[src/rtl/dual_phase_meter_pkg.sv]
// Shared types and constants for the dual-phase meter.
package dual_phase_meter_pkg;
  localparam int CNT_W = 8;
  localparam logic [CNT_W-1:0] CNT_MAX = 8'd255;

  typedef enum logic [1:0] {
    IDLE = 2'd0,
    LOW  = 2'd1,
    HIGH = 2'd2
  } state_e;
endpackage

[src/rtl/dual_phase_meter_edge.sv]
// Input sampling and edge detection for the dual-phase meter.
// Optional DUAL_PHASE_METER_SYNC_EN adds a 2-flop synchronizer ahead of s.
module dual_phase_meter_edge (
  input  logic i_clk,
  input  logic i_rst,
  input  logic i_state,
  output logic rise,
  output logic fall
);
  logic s_in;
  logic s_q, s_d;
  // s_prev is the one-cycle-delayed copy of s
  logic s_prev_q, s_prev_d;

`ifdef DUAL_PHASE_METER_SYNC_EN
  logic [1:0] sync_q, sync_d;

  // two-stage synchronizer shift
  always_comb begin
    sync_d = {sync_q[0], i_state};
  end

  // synchronizer flops, cleared by reset
  always_ff @(posedge i_clk or posedge i_rst) begin
    if (i_rst) sync_q <= '0;
    else       sync_q <= sync_d;
  end

  assign s_in = sync_q[1];
`else
  assign s_in = i_state;
`endif

  // next values for the sample and its delayed copy
  always_comb begin
    s_d      = s_in;
    s_prev_d = s_q;
  end

  // sample register pair; both zero out of reset so a high input reads as a rise
  always_ff @(posedge i_clk or posedge i_rst) begin
    if (i_rst) begin
      s_q      <= 1'b0;
      s_prev_q <= 1'b0;
    end else begin
      s_q      <= s_d;
      s_prev_q <= s_prev_d;
    end
  end

  assign rise = s_q & ~s_prev_q;
  assign fall = ~s_q & s_prev_q;
endmodule

[src/rtl/dual_phase_meter.sv]
// Dual-phase meter: measures low and high phase lengths (minus 1) of a
// two-phase waveform and publishes them as a pair once per low+high cycle.
// Build option: DUAL_PHASE_METER_SYNC_EN (input synchronizer, +2 latency).
module dual_phase_meter
  import dual_phase_meter_pkg::*;
(
  input  logic             i_clk,
  input  logic             i_rst,
  input  logic             i_state,
  output logic [CNT_W-1:0] o_bound1,
  output logic [CNT_W-1:0] o_bound2,
  output logic             o_valid,
  output logic             o_ovf,
  output logic             o_busy
);
  logic rise, fall, edge_any;
  state_e state_q, state_d;
  logic [CNT_W-1:0] cnt_q, cnt_d, shadow_q, shadow_d;
  logic sat_q, sat_d, shadow_sat_q, shadow_sat_d;
  logic [CNT_W-1:0] pend_b1_q, pend_b1_d, pend_b2_q, pend_b2_d;
  logic pend_vld_q, pend_vld_d, pend_ovf_q, pend_ovf_d;
  logic [CNT_W-1:0] bound1_q, bound1_d, bound2_q, bound2_d;
  logic valid_q, valid_d, ovf_q, ovf_d;
  logic pair_done, latch_low;

  dual_phase_meter_edge u_edge (
    .i_clk  (i_clk),
    .i_rst  (i_rst),
    .i_state(i_state),
    .rise   (rise),
    .fall   (fall)
  );

  assign edge_any = rise | fall;

  // FSM state register
  always_ff @(posedge i_clk or posedge i_rst) begin
    if (i_rst) state_q <= IDLE;
    else       state_q <= state_d;
  end

  // FSM next state; IDLE waits for a fall so a partial first phase is dropped
  always_comb begin
    state_d = state_q;
    case (state_q)
      IDLE:    if (fall) state_d = LOW;
      LOW:     if (rise) state_d = HIGH;
      HIGH:    if (fall) state_d = LOW;
      default: state_d = IDLE;
    endcase
  end

  // FSM outputs: busy flag, low-phase latch strobe, pair-complete strobe
  always_comb begin
    o_busy    = (state_q != IDLE);
    latch_low = (state_q == LOW) && rise;
    pair_done = (state_q == HIGH) && fall;
  end

  // phase counter: cleared on edges, saturating increment otherwise
  always_comb begin
    cnt_d = cnt_q;
    sat_d = sat_q;
    if (edge_any) begin
      cnt_d = '0;
      sat_d = 1'b0;
    end else if (cnt_q == CNT_MAX) begin
      sat_d = 1'b1;
    end else begin
      cnt_d = cnt_q + CNT_W'(1);
    end
  end

  // low-phase shadow plus the staged pair waiting one cycle for publication
  always_comb begin
    shadow_d     = latch_low ? cnt_q : shadow_q;
    shadow_sat_d = latch_low ? sat_q : shadow_sat_q;
    pend_vld_d   = pair_done;
    pend_b1_d    = pair_done ? shadow_q : pend_b1_q;
    pend_b2_d    = pair_done ? cnt_q : pend_b2_q;
    pend_ovf_d   = pair_done ? (shadow_sat_q | sat_q) : pend_ovf_q;
  end

  // published outputs hold between valid pulses
  always_comb begin
    valid_d  = pend_vld_q;
    ovf_d    = pend_vld_q & pend_ovf_q;
    bound1_d = pend_vld_q ? pend_b1_q : bound1_q;
    bound2_d = pend_vld_q ? pend_b2_q : bound2_q;
  end

  // datapath registers; reset drops any partial pair
  always_ff @(posedge i_clk or posedge i_rst) begin
    if (i_rst) begin
      cnt_q        <= '0;
      sat_q        <= 1'b0;
      shadow_q     <= '0;
      shadow_sat_q <= 1'b0;
      pend_vld_q   <= 1'b0;
      pend_b1_q    <= '0;
      pend_b2_q    <= '0;
      pend_ovf_q   <= 1'b0;
      valid_q      <= 1'b0;
      ovf_q        <= 1'b0;
      bound1_q     <= '0;
      bound2_q     <= '0;
    end else begin
      cnt_q        <= cnt_d;
      sat_q        <= sat_d;
      shadow_q     <= shadow_d;
      shadow_sat_q <= shadow_sat_d;
      pend_vld_q   <= pend_vld_d;
      pend_b1_q    <= pend_b1_d;
      pend_b2_q    <= pend_b2_d;
      pend_ovf_q   <= pend_ovf_d;
      valid_q      <= valid_d;
      ovf_q        <= ovf_d;
      bound1_q     <= bound1_d;
      bound2_q     <= bound2_d;
    end
  end

  assign o_bound1 = bound1_q;
  assign o_bound2 = bound2_q;
  assign o_valid  = valid_q;
  assign o_ovf    = ovf_q;
endmodule

[config.mk]
export PLATFORM = sky130hd
export DESIGN_NAME = dual_phase_meter
export DESIGN_NICKNAME = d
export VERILOG_FILES = /design/src/rtl/dual_phase_meter_pkg.sv /design/src/rtl/dual_phase_meter_edge.sv /design/src/rtl/dual_phase_meter.sv
export SDC_FILE = /design/constraint.sdc
export NUM_CORES = 1
export LEC_CHECK = 0
export CORE_MARGIN = 2
export CORE_UTILIZATION = 55
export CTS_CLUSTER_DIAMETER = 120
export DETAILED_ROUTE_END_ITERATION = 8
export PLACE_DENSITY = 0.85
export SLEW_MARGIN = 20
export SYNTH_ARGS = -nofsm -noshare
export SYNTH_HDL_FRONTEND = slang
export SYNTH_SLANG_ARGS = --single-unit
[constraint.sdc]
create_clock -name i_clk -period 2.5 [get_ports i_clk]
set_clock_uncertainty 0.15 [all_clocks]
set_input_delay 0.5 -clock i_clk [delete_from_list [all_inputs] [get_ports i_clk]]
set_output_delay 0.5 -clock i_clk [all_outputs]
set_load 0.01 [all_outputs]
Word-level counts from Yosys, hierarchy flattened
Index checks and enable logic that the tools add are counted.

Output and inout port bits: 19. Input port bits: 3. Word-level logic and storage cells: 43. Flip-flop bits (word level): 58.

Equality and inequality tests: 6. Bitwise logic cells: 7. Muxes and demuxes: 7. Reduce and logical (&&, ||, !) cells: 7. Add/subtract/negate cells: 1.

Operator list (number): $mux 8 (2); $add 8x1->8 const B (1); $eq 8x8->1 const B (1); $mux 2 (2); $ne 2x2->1 const B (2); $pmux 2 s2 (1); $reduce_bool 2->1 (2); $and 1x1->1 (3); $eq 2x1->1 const B (1); $eq 2x2->1 const B (1); $logic_and 1x1->1 (2); $logic_not 2->1 (1); $mux 1 (2); $ne 2x1->1 const B (1); $not 1->1 (2); $or 1x1->1 (2); $reduce_and 2->1 (1); $reduce_or 2->1 (1).

Longest topological paths before layout
Gate-level depths: netlist (run 1).

Depth in word-level cells: 4. Depth in mapped cells: 7. Gate-level depth less buffers: 5.

By module
A second synthesis (run 1) with hierarchy kept.

Cells, all modules: 165. Area total of the unflattened synthesis: 2339.7 um2.

Modules (own cells, without submodules): dual_phase_meter (area an instance 2270.9 um2, cells an instance 160, times used 1); dual_phase_meter_edge (area an instance 68.8 um2, cells an instance 5, times used 1).

Least setup slack after synthesis (run 1)
No wires, ideal clock.

Path type: reg2reg. Start point: register u_edge.s_q (netlist: u_edge.s_prev_d). End point: register pend_b2_q[0]. Buffers on the path: 2. Slack: 1.000 ns. Arrival: 1.225 ns. Library setup time: 0.125 ns. Data required time: 2.225 ns. Period minus slack after synthesis: 1.500 ns. Cell stages (with the launch flop): 7. Cell sequence: dfrtp_1 > inv_1 > ha_1 > nand3b_1 > buf_6 > buf_12 > mux2_4.

Word-level cells in the longest chain between the ends: 3.

RTL lines: start, declared (line dual_phase_meter_edge.sv:11) `logic s_q, s_d;`; start signal, assigned (line dual_phase_meter_edge.sv:43) `s_q <= 1'b0;`; start signal, assigned (line dual_phase_meter_edge.sv:46) `s_q <= s_d;`; $not 1->1 (line dual_phase_meter_edge.sv:52) `assign fall = ~s_q & s_prev_q;`; $and 1x1->1 (line dual_phase_meter_edge.sv:52); $logic_and 1x1->1 (line dual_phase_meter.sv:57) `pair_done = (state_q == HIGH) && fall;`; end signal, assigned (line dual_phase_meter.sv:114) `pend_b2_q <= pend_b2_d;`; end, declared (line dual_phase_meter.sv:20) `logic [CNT_W-1:0] pend_b1_q, pend_b1_d, pend_b2_q, pend_b2_d;`.

Every way passes these cells. A chain may end at the register's enable or synchronous reset.

Worst setup path after layout (run 1)
Start point: register state_q[1]. End point: output o_busy.

Word-level cells in the longest chain between the ends: 1.

RTL lines: start, declared (line dual_phase_meter.sv:17) `state_e state_q, state_d;`; start signal, assigned (line dual_phase_meter.sv:39) `else state_q <= state_d;`; $reduce_bool 2->1 (line dual_phase_meter.sv:55) `o_busy = (state_q != IDLE);`; end, declared (line dual_phase_meter.sv:14) `output logic o_busy`.

Every way passes these cells.

==> results.cfg, run 1 <==
[power_and_ir_drop]
p_leak_nw = 1.38
p_per_area_nw_per_um2 = 810
report.power.total_mw = 2.25
irDropWorstVdd_mv = 0.627

[grt]
grt_pass1_vias = 1412
grt_first_pass_wirelength_mm = 7.00
grt_max_degree = 59
overflow = 0
grt_antenna_before_repair = 0
track_usage_pct = 19.0

[clock_network]
cts_tree = yes
ctsResizeCount = 0
clk_pin_slew_ps = 60
hold_buffers = 0
numCtsBuffers = 9
insertion_delay_ps = 320
root_buffer = clkbuf_8
htree_levels = 3
post-cts-setup-buffers = 0
cts_num_sinks = 58
clk_path_buf_depth = 2

[finish]
areaGrowthSynthToFinish_pct = 19.7
n_antenna_cell = 0
drive_above_1_share_pct = 32.6
nNetsFinal = 188
multi_input_area_um2 = 797
postLayoutCellArea_um2 = 2780
layout.cells.non_filler = 237
ff_latch_area_um2 = 1450
post-route-util_pct = 69.1
fillCellCount = 284

[flow_run]
drv_cap = 0

[outcome]
status = completed

[hold_path]
whs_endpoint = u_edge.s_prev_q$_DFF_PP0_
min_path_type = reg2reg
worstHoldStart = u_edge.s_prev_d$_DFF_PP0_
hold_depth = 0

[setup_path]
required_ps = 1850
r2r_end = cnt_q[0]$_DFFE_PP0P_
cp_max_fo = 5
critPathKind = reg2out
critPathLaunchType = register
arrival_ps = 1530
critPathCaptureType = primary output
reg2regPathDepth = 4
rr_startpoint = cnt_q[0]$_DFFE_PP0P_
r2r_slack_ps = 780

[detailed_routing]
num_vias = 1326
avgViaCountPerCell = 5.59
antenna_left = 0
drt_pass1_iterations = 4
route.detailed.drc = 0
post_drt_wl_per_cell_um = 16.6
drt_iter0_drc = 70
drt-total-wl_mm = 3.94

[floorplan]
core_area_um2 = 4030
initial_core_util_pct = 57.7
die_y_um = 69.0
dieArea_um2 = 4770
io_pins = 22
fp-row-count = 23
die_w_um = 69.0

[synth]
syn_avg_cell_area_um2 = 15.0
syn_area_um2 = 2330
synth_top_area_cell = dfrtp_1
synth_top_area_share_pct = 62.4
yosysSeqAreaShare_pct = 62.4
syn_nets = 161
yosys_register_bits = 58
yosysWarnings = 0
synth_area_leaders = dfrtp_1 (62%), mux2_2 (17%), mux2_4 (4.5%), ha_1 (1.6%), nand2b_1 (1.1%)
synthCells = 155
synth_cell_types = 32

[place]
port_buffers = 21
dpl_cell_area_um2 = 2570
place_ws_ps = 667
dp_hpwl_mm = 2.58
gp_congestion = 0.845
place_inst = 221

[sta]
rsz0062_at_grt = no
setup_viol = 0
worst_slew_margin_rel_pct = 50.0
tightest_slew_ps = 749
period_share_pct = 87.2
max_freq_mhz = 459
min_period_ps = 2180
maxSlewViolCount = 0
tns_ps = 0
fin_ws_ps = 320
hold-worst-slack_ps = 275
finalHoldViolCount = 0
==> logic make-up (layout without fill, tap and decap cells) <==
| family | Yosys count | after routing | share of synthesized area, % |
|---|---|---|---|
| DFF | 58 | 58 | 62.4 |
| AOI/OAI and AO/OA | 15 | 15 | 4.36 |
| muxes | 44 | 44 | 22.3 |
| and+or+nand+nor | 23 | 23 | 5.97 |
| adders and majority gates | 3 | 3 | 1.61 |
| buffers and inverters | 12 | 44 | 3.33 |
==> synthesized netlist by cell type, drive strengths merged <==
library cell and number:
clkbuf 1, and2 2, and2b 1, and4 2
a211oi 2, dfrtp 58, a21boi 1, o21ai 4
mux2i 2, nand2b 4, a31oi 3, mux2 42
and3 2, inv 5, a311oi 1, nand3 1
o21a 1, nor3 1, nand3b 2, a21oi 2
or2 1, ha 3, nand2 4, buf 6
a41oi 1, nor2 2, and4b 1
==> cells in the final DEF (no fill, tap or decap), types with 2 or more instances in the layout <==
cell,instances
clkbuf_8,13
nand3b_1,2
mux2_2,35
a31oi_1,3
clkbuf_1,2
and2_1,2
a21oi_1,2
and4_1,2
clkdlybuf4s50_1,21
mux2i_1,2
ha_1,3
nand2_1,4
nor2_1,2
mux2_4,7
inv_1,4
o21ai_0,4
dfrtp_1,58
and3_1,2
nand2b_1,4
==> critical path: stages (launching register included) <==
cell	delay, ps
dfrtp_1	420
or2_2	310
clkdlybuf4s50_1	480
==> layer usage <==
layer,global-route usage (%),part of all wire (%)
met5,0,0
met4,11.3,2.8
met3,4.53,2.7
met2,31.2,52
met1,22.8,43
==> state kept, by name, summed over array words and instances, names as in the netlist, 2 cells and up <==
signal,count
o_bound1,8
pend_b1_q,8
pend_b2_q,8
o_bound2,8
state_q,2
shadow_q,8
cnt_q,8
==> how the worst max path moves through the flow <==
| stage | endpoint | slack, ps | start | cells past startpoint |
|---|---|---|---|---|
| after floorplan | cnt_q[0]$_DFFE_PP0P_ | 420 | i_rst | 1 |
| after global placement | o_busy | 690 | state_q[1]$_DFFE_PP0P_ | 2 |
| after detailed placement | o_busy | 670 | state_q[1]$_DFFE_PP0P_ | 2 |
| after CTS | o_busy | 300 | state_q[1]$_DFFE_PP0P_ | 2 |
| after global routing | o_busy | 280 | state_q[1]$_DFFE_PP0P_ | 2 |
| final | o_busy | 320 | state_q[1]$_DFFE_PP0P_ | 2 |
==> layout make-up <==
type,count,share of cell area (%)
multi-input combinational,85,28.6
timing repair buffer,23,8.54
clock inverter,1,1.08
inverter,5,0.674
clock buffer,15,6.70
tap,50,2.25
sequential,58,52.1
==> report_power, final <==
group          total [mW]  switching, mW  leakage (nW)  internal [mW]
registers            1.10         0.0687         0.794           1.03
logic               0.248         0.0971         0.476          0.151
clock network       0.905          0.334         0.110          0.570
(Power assumes the default switching activity.)
==> run 2: changes to the inputs <==
CTS_CLUSTER_SIZE = 10   (was not set)
PLACE_DENSITY = 0.77   (was 0.85)
SLEW_MARGIN = not set   (was 20)
==> run 2 against run 1 <==
Design area decreased by 2.1%. Largest power group unchanged. Sequential power about the same. Setup slack got worse by 6.2 ps. Largest cell class unchanged. Critical endpoint unchanged. Die area unchanged. Sequential cell count unchanged. Register-to-register slack worse by 300 ps. Wire length is 1.6% lower. Hold slack improved by 8.7 ps. Global-route usage shrank 0.15 points.
==> results.cfg, run 2 (synthesized netlist as in run 1, its figures left out) <==
[outcome]
status = completed

[power_and_ir_drop]
p_per_area_nw_per_um2 = 754
irDropWorstVdd_mv = 0.468
p_leak_nw = 1.35

[floorplan]
die_y_um = 69.0
io_pins = 22
initial_core_util_pct = 57.7
dieArea_um2 = 4770
fp-row-count = 23
die_w_um = 69.0
core_area_um2 = 4030

[clock_network]
ctsResizeCount = 0
clk_pin_slew_ps = 60
insertion_delay_ps = 330
cts_num_sinks = 58
clk_path_buf_depth = 2
htree_levels = 3
root_buffer = clkbuf_8
numCtsBuffers = 9
post-cts-setup-buffers = 0
hold_buffers = 0
cts_tree = yes

[flow_run]
drv_cap = 0

[sta]
max_freq_mhz = 457
fin_ws_ps = 314
min_period_ps = 2190
setup_viol = 0
maxSlewViolCount = 0
period_share_pct = 87.5
tns_ps = 0
finalHoldViolCount = 0
rsz0062_at_grt = no
worst_slew_margin_rel_pct = 50.9
tightest_slew_ps = 736

[hold_path]
hold_depth = 0
min_path_type = reg2reg

[detailed_routing]
drt_pass1_iterations = 4
num_vias = 1310
avgViaCountPerCell = 5.60
antenna_left = 0
drt-total-wl_mm = 3.87
drt_iter0_drc = 60
route.detailed.drc = 0
post_drt_wl_per_cell_um = 16.6

[place]
dp_hpwl_mm = 2.66
port_buffers = 21
place_ws_ps = 467
gp_congestion = 0.744

[grt]
grt_max_degree = 38
track_usage_pct = 18.9
grt_first_pass_wirelength_mm = 6.84
grt_pass1_vias = 1460
grt_antenna_before_repair = 0
overflow = 0

[finish]
final_common_cell = dfrtp_1
areaGrowthSynthToFinish_pct = 17.2
nNetsFinal = 188
layout_common_cells = dfrtp_1 (58), mux2_2 (35), clkdlybuf4s50_1 (21)
n_antenna_cell = 0
drive_above_1_share_pct = 31.5

[setup_path]
cp_max_fo = 5
arrival_ps = 1540
critPathKind = reg2out
required_ps = 1850
critPathCaptureType = primary output
critPathLaunchType = register
reg2regPathDepth = 5
## run 2: cell count changes in the layout (fill, tap and decap cells not counted)
cell,before,now
bufinv_16,1,0
clkbuf_8,13,11
## run 2: through the flow
step	hold WS, ps	power (mW)	cell area [µm²]	instances	util (%)
2_1_floorplan	199	1.26	2330	155	-
3_3_place_gp	234	1.34	2570	221	63.7
3_5_place_dp	257	1.36	2570	221	63.7
4_1_cts	281	2.08	2730	234	67.7
5_1_grt	288	2.16	2730	234	67.7
6_report	284	2.05	2730	234	67.7
## run 2: worst max-delay path: stages, from the launching register on
cell and delay, ps:
dfrtp_1 410, or2_2 320, clkdlybuf4s50_1 480
## run 2: area by class of cell
cell class | count | area [µm²]
inverter | 5 | 18.8
timing repair buffer | 23 | 238
sequential | 58 | 1450
tap | 50 | 62.6
fill | 287 | 1300
multi-input combinational | 85 | 797
clock buffer | 13 | 159
## run 2: where the power goes
group          internal (mW)  total (mW)  switching, mW
Combinational          0.151       0.243         0.0927
Clock                  0.397       0.712          0.315
Sequential              1.03        1.10         0.0659
Total                   1.58        2.05          0.473
## run 2: worst paths after layout
path                                           start                        end  slack [ps]
hold reg to reg            u_edge.s_prev_d$_DFF_PP0_  u_edge.s_prev_q$_DFF_PP0_         280
setup reg to reg           u_edge.s_prev_d$_DFF_PP0_   pend_b2_q[5]$_DFFE_PP0P_         480
min in group asynchronous                      i_rst   pend_b2_q[2]$_DFFE_PP0P_         370
setup / recovery              state_q[1]$_DFFE_PP0P_                     o_busy         310
hold / removal             u_edge.s_prev_d$_DFF_PP0_  u_edge.s_prev_q$_DFF_PP0_         280
max in group asynchronous                      i_rst    shadow_q[7]$_DFFE_PP0P_        1280
## run 2: per-layer routing
metal,vias up,wire (µm),track usage (%)
li1,600,-,-
met1,673,1640,20.9
met3,10,151,6.43
met4,0,102,13.3
met5,-,0,0
met2,27,1980,30.3
==> run 3: changes to the inputs <==
CTS_BUF_LIST = sky130_fd_sc_hd__clkbuf_8 sky130_fd_sc_hd__clkbuf_16   (was not set)
TNS_END_PERCENT = 20   (was not set)
==> run 3 against run 2 <==
Clock power decreased by 1%. Setup slack improved by 7.6 ps. Non-clock buffer count unchanged. Register-to-register slack about the same. First-iteration DRC count increased by 45%. Core utilization unchanged. Sequential share of layout area unchanged. Final cell count unchanged. Highest routed layer unchanged.
==> results.cfg, run 3 (synthesized netlist as in run 1, its figures left out) <==
[grt]
overflow = 0
grt_max_degree = 38
track_usage_pct = 18.9
busiest_layer = met2
use_met3_pct = 6.43
grt_antenna_before_repair = 0
gr-usage-met2_pct = 30.3
grt_pass1_vias = 1459
grt_first_pass_wirelength_mm = 6.84
grt_use_met1_pct = 20.9

[sta]
fin_ws_ps = 321
tns_ps = 0
hold-worst-slack_ps = 279
maxSlewViolCount = 0
setup_viol = 0
rsz0062_at_grt = no
min_period_ps = 2180
worst_slew_margin_rel_pct = 50.9
period_share_pct = 87.2
tightest_slew_ps = 736
finalHoldViolCount = 0
max_freq_mhz = 459

[setup_path]
critPathKind = reg2out
arrival_ps = 1530
cp_max_fo = 5
reg2regPathDepth = 5
required_ps = 1850
critPathLaunchType = register
critPathCaptureType = primary output

[finish]
postLayoutCellArea_um2 = 2730
layout_common_cells = dfrtp_1 (58), mux2_2 (35), clkdlybuf4s50_1 (21)
areaGrowthSynthToFinish_pct = 17.2
final_common_cell = dfrtp_1
drive_above_1_share_pct = 31.5
fillCellCount = 287
n_antenna_cell = 0
nNetsFinal = 188

[outcome]
status = completed

[place]
place_ws_ps = 467
gp_congestion = 0.744
port_buffers = 21
dpl_cell_area_um2 = 2570
dp_hpwl_mm = 2.66

[clock_network]
numCtsBuffers = 9
cts_num_sinks = 58
clk_pin_slew_ps = 60
cts_tree = yes
ctsResizeCount = 0
root_buffer = clkbuf_8
insertion_delay_ps = 330
htree_levels = 3
hold_buffers = 0
post-cts-setup-buffers = 0
clk_path_buf_depth = 2

[detailed_routing]
antenna_left = 0
drt-total-wl_mm = 3.87
drt_iter0_drc = 87
post_drt_wl_per_cell_um = 16.5
drt_pass1_iterations = 4
num_vias = 1306
route.detailed.drc = 0
avgViaCountPerCell = 5.58

[hold_path]
min_path_type = reg2reg
hold_depth = 0

[floorplan]
die_w_um = 69.0
io_pins = 22
dieArea_um2 = 4770
core_area_um2 = 4030
fp-row-count = 23
die_y_um = 69.0
initial_core_util_pct = 57.7

[power_and_ir_drop]
irDropWorstVdd_mv = 0.469
p_per_area_nw_per_um2 = 750
p_leak_nw = 1.36

[flow_run]
drv_cap = 0
-- run 3: worst max-delay path, cell delays in order (launching register included) --
cell and delay [ps]:
dfrtp_1 410, or2_2 310, clkdlybuf4s50_1 480
-- run 3: layout make-up --
class                      count  area [µm²]  area share (%)
clock buffer                  11         151            5.55
tap                           50        62.6            2.29
timing repair buffer          23         238            8.72
clock inverter                 2        7.51           0.275
sequential                    58        1450            53.2
multi-input combinational     85         797            29.2
inverter                       5        18.8           0.688
-- run 3: worst paths after layout --
path                                      startpoint                        end  slack (ps)
min in group asynchronous                      i_rst    o_bound2[4]$_DFFE_PP0P_         370
min reg2reg                u_edge.s_prev_d$_DFF_PP0_  u_edge.s_prev_q$_DFF_PP0_         280
max reg2reg                u_edge.s_prev_d$_DFF_PP0_   pend_b2_q[5]$_DFFE_PP0P_         480
min                        u_edge.s_prev_d$_DFF_PP0_  u_edge.s_prev_q$_DFF_PP0_         280
max in group asynchronous                      i_rst    shadow_q[7]$_DFFE_PP0P_        1280
max                           state_q[1]$_DFFE_PP0P_                     o_busy         320
-- run 3: stage by stage --
step / power, mW / cells / utilization, %
6_report: 2.04 / 234 / 67.7
3_5_place_dp: 1.36 / 221 / 63.7
2_1_floorplan: 1.26 / 155 / -
3_3_place_gp: 1.34 / 221 / 63.7
4_1_cts: 2.07 / 234 / 67.7
5_1_grt: 2.16 / 234 / 67.7
-- run 3: layer usage --
| layer | up-vias | share of wire, % |
|---|---|---|
| met5 | - | 0 |
| met4 | 0 | 1.9 |
| li1 | 599 | - |
| met2 | 27 | 52 |
| met3 | 7 | 3.6 |
| met1 | 673 | 42 |
-- run 3: power by group --
group / internal, mW / total (mW) / switching, mW
clock network: 0.389 / 0.702 / 0.312
registers: 1.03 / 1.10 / 0.0658
logic: 0.151 / 0.243 / 0.0927
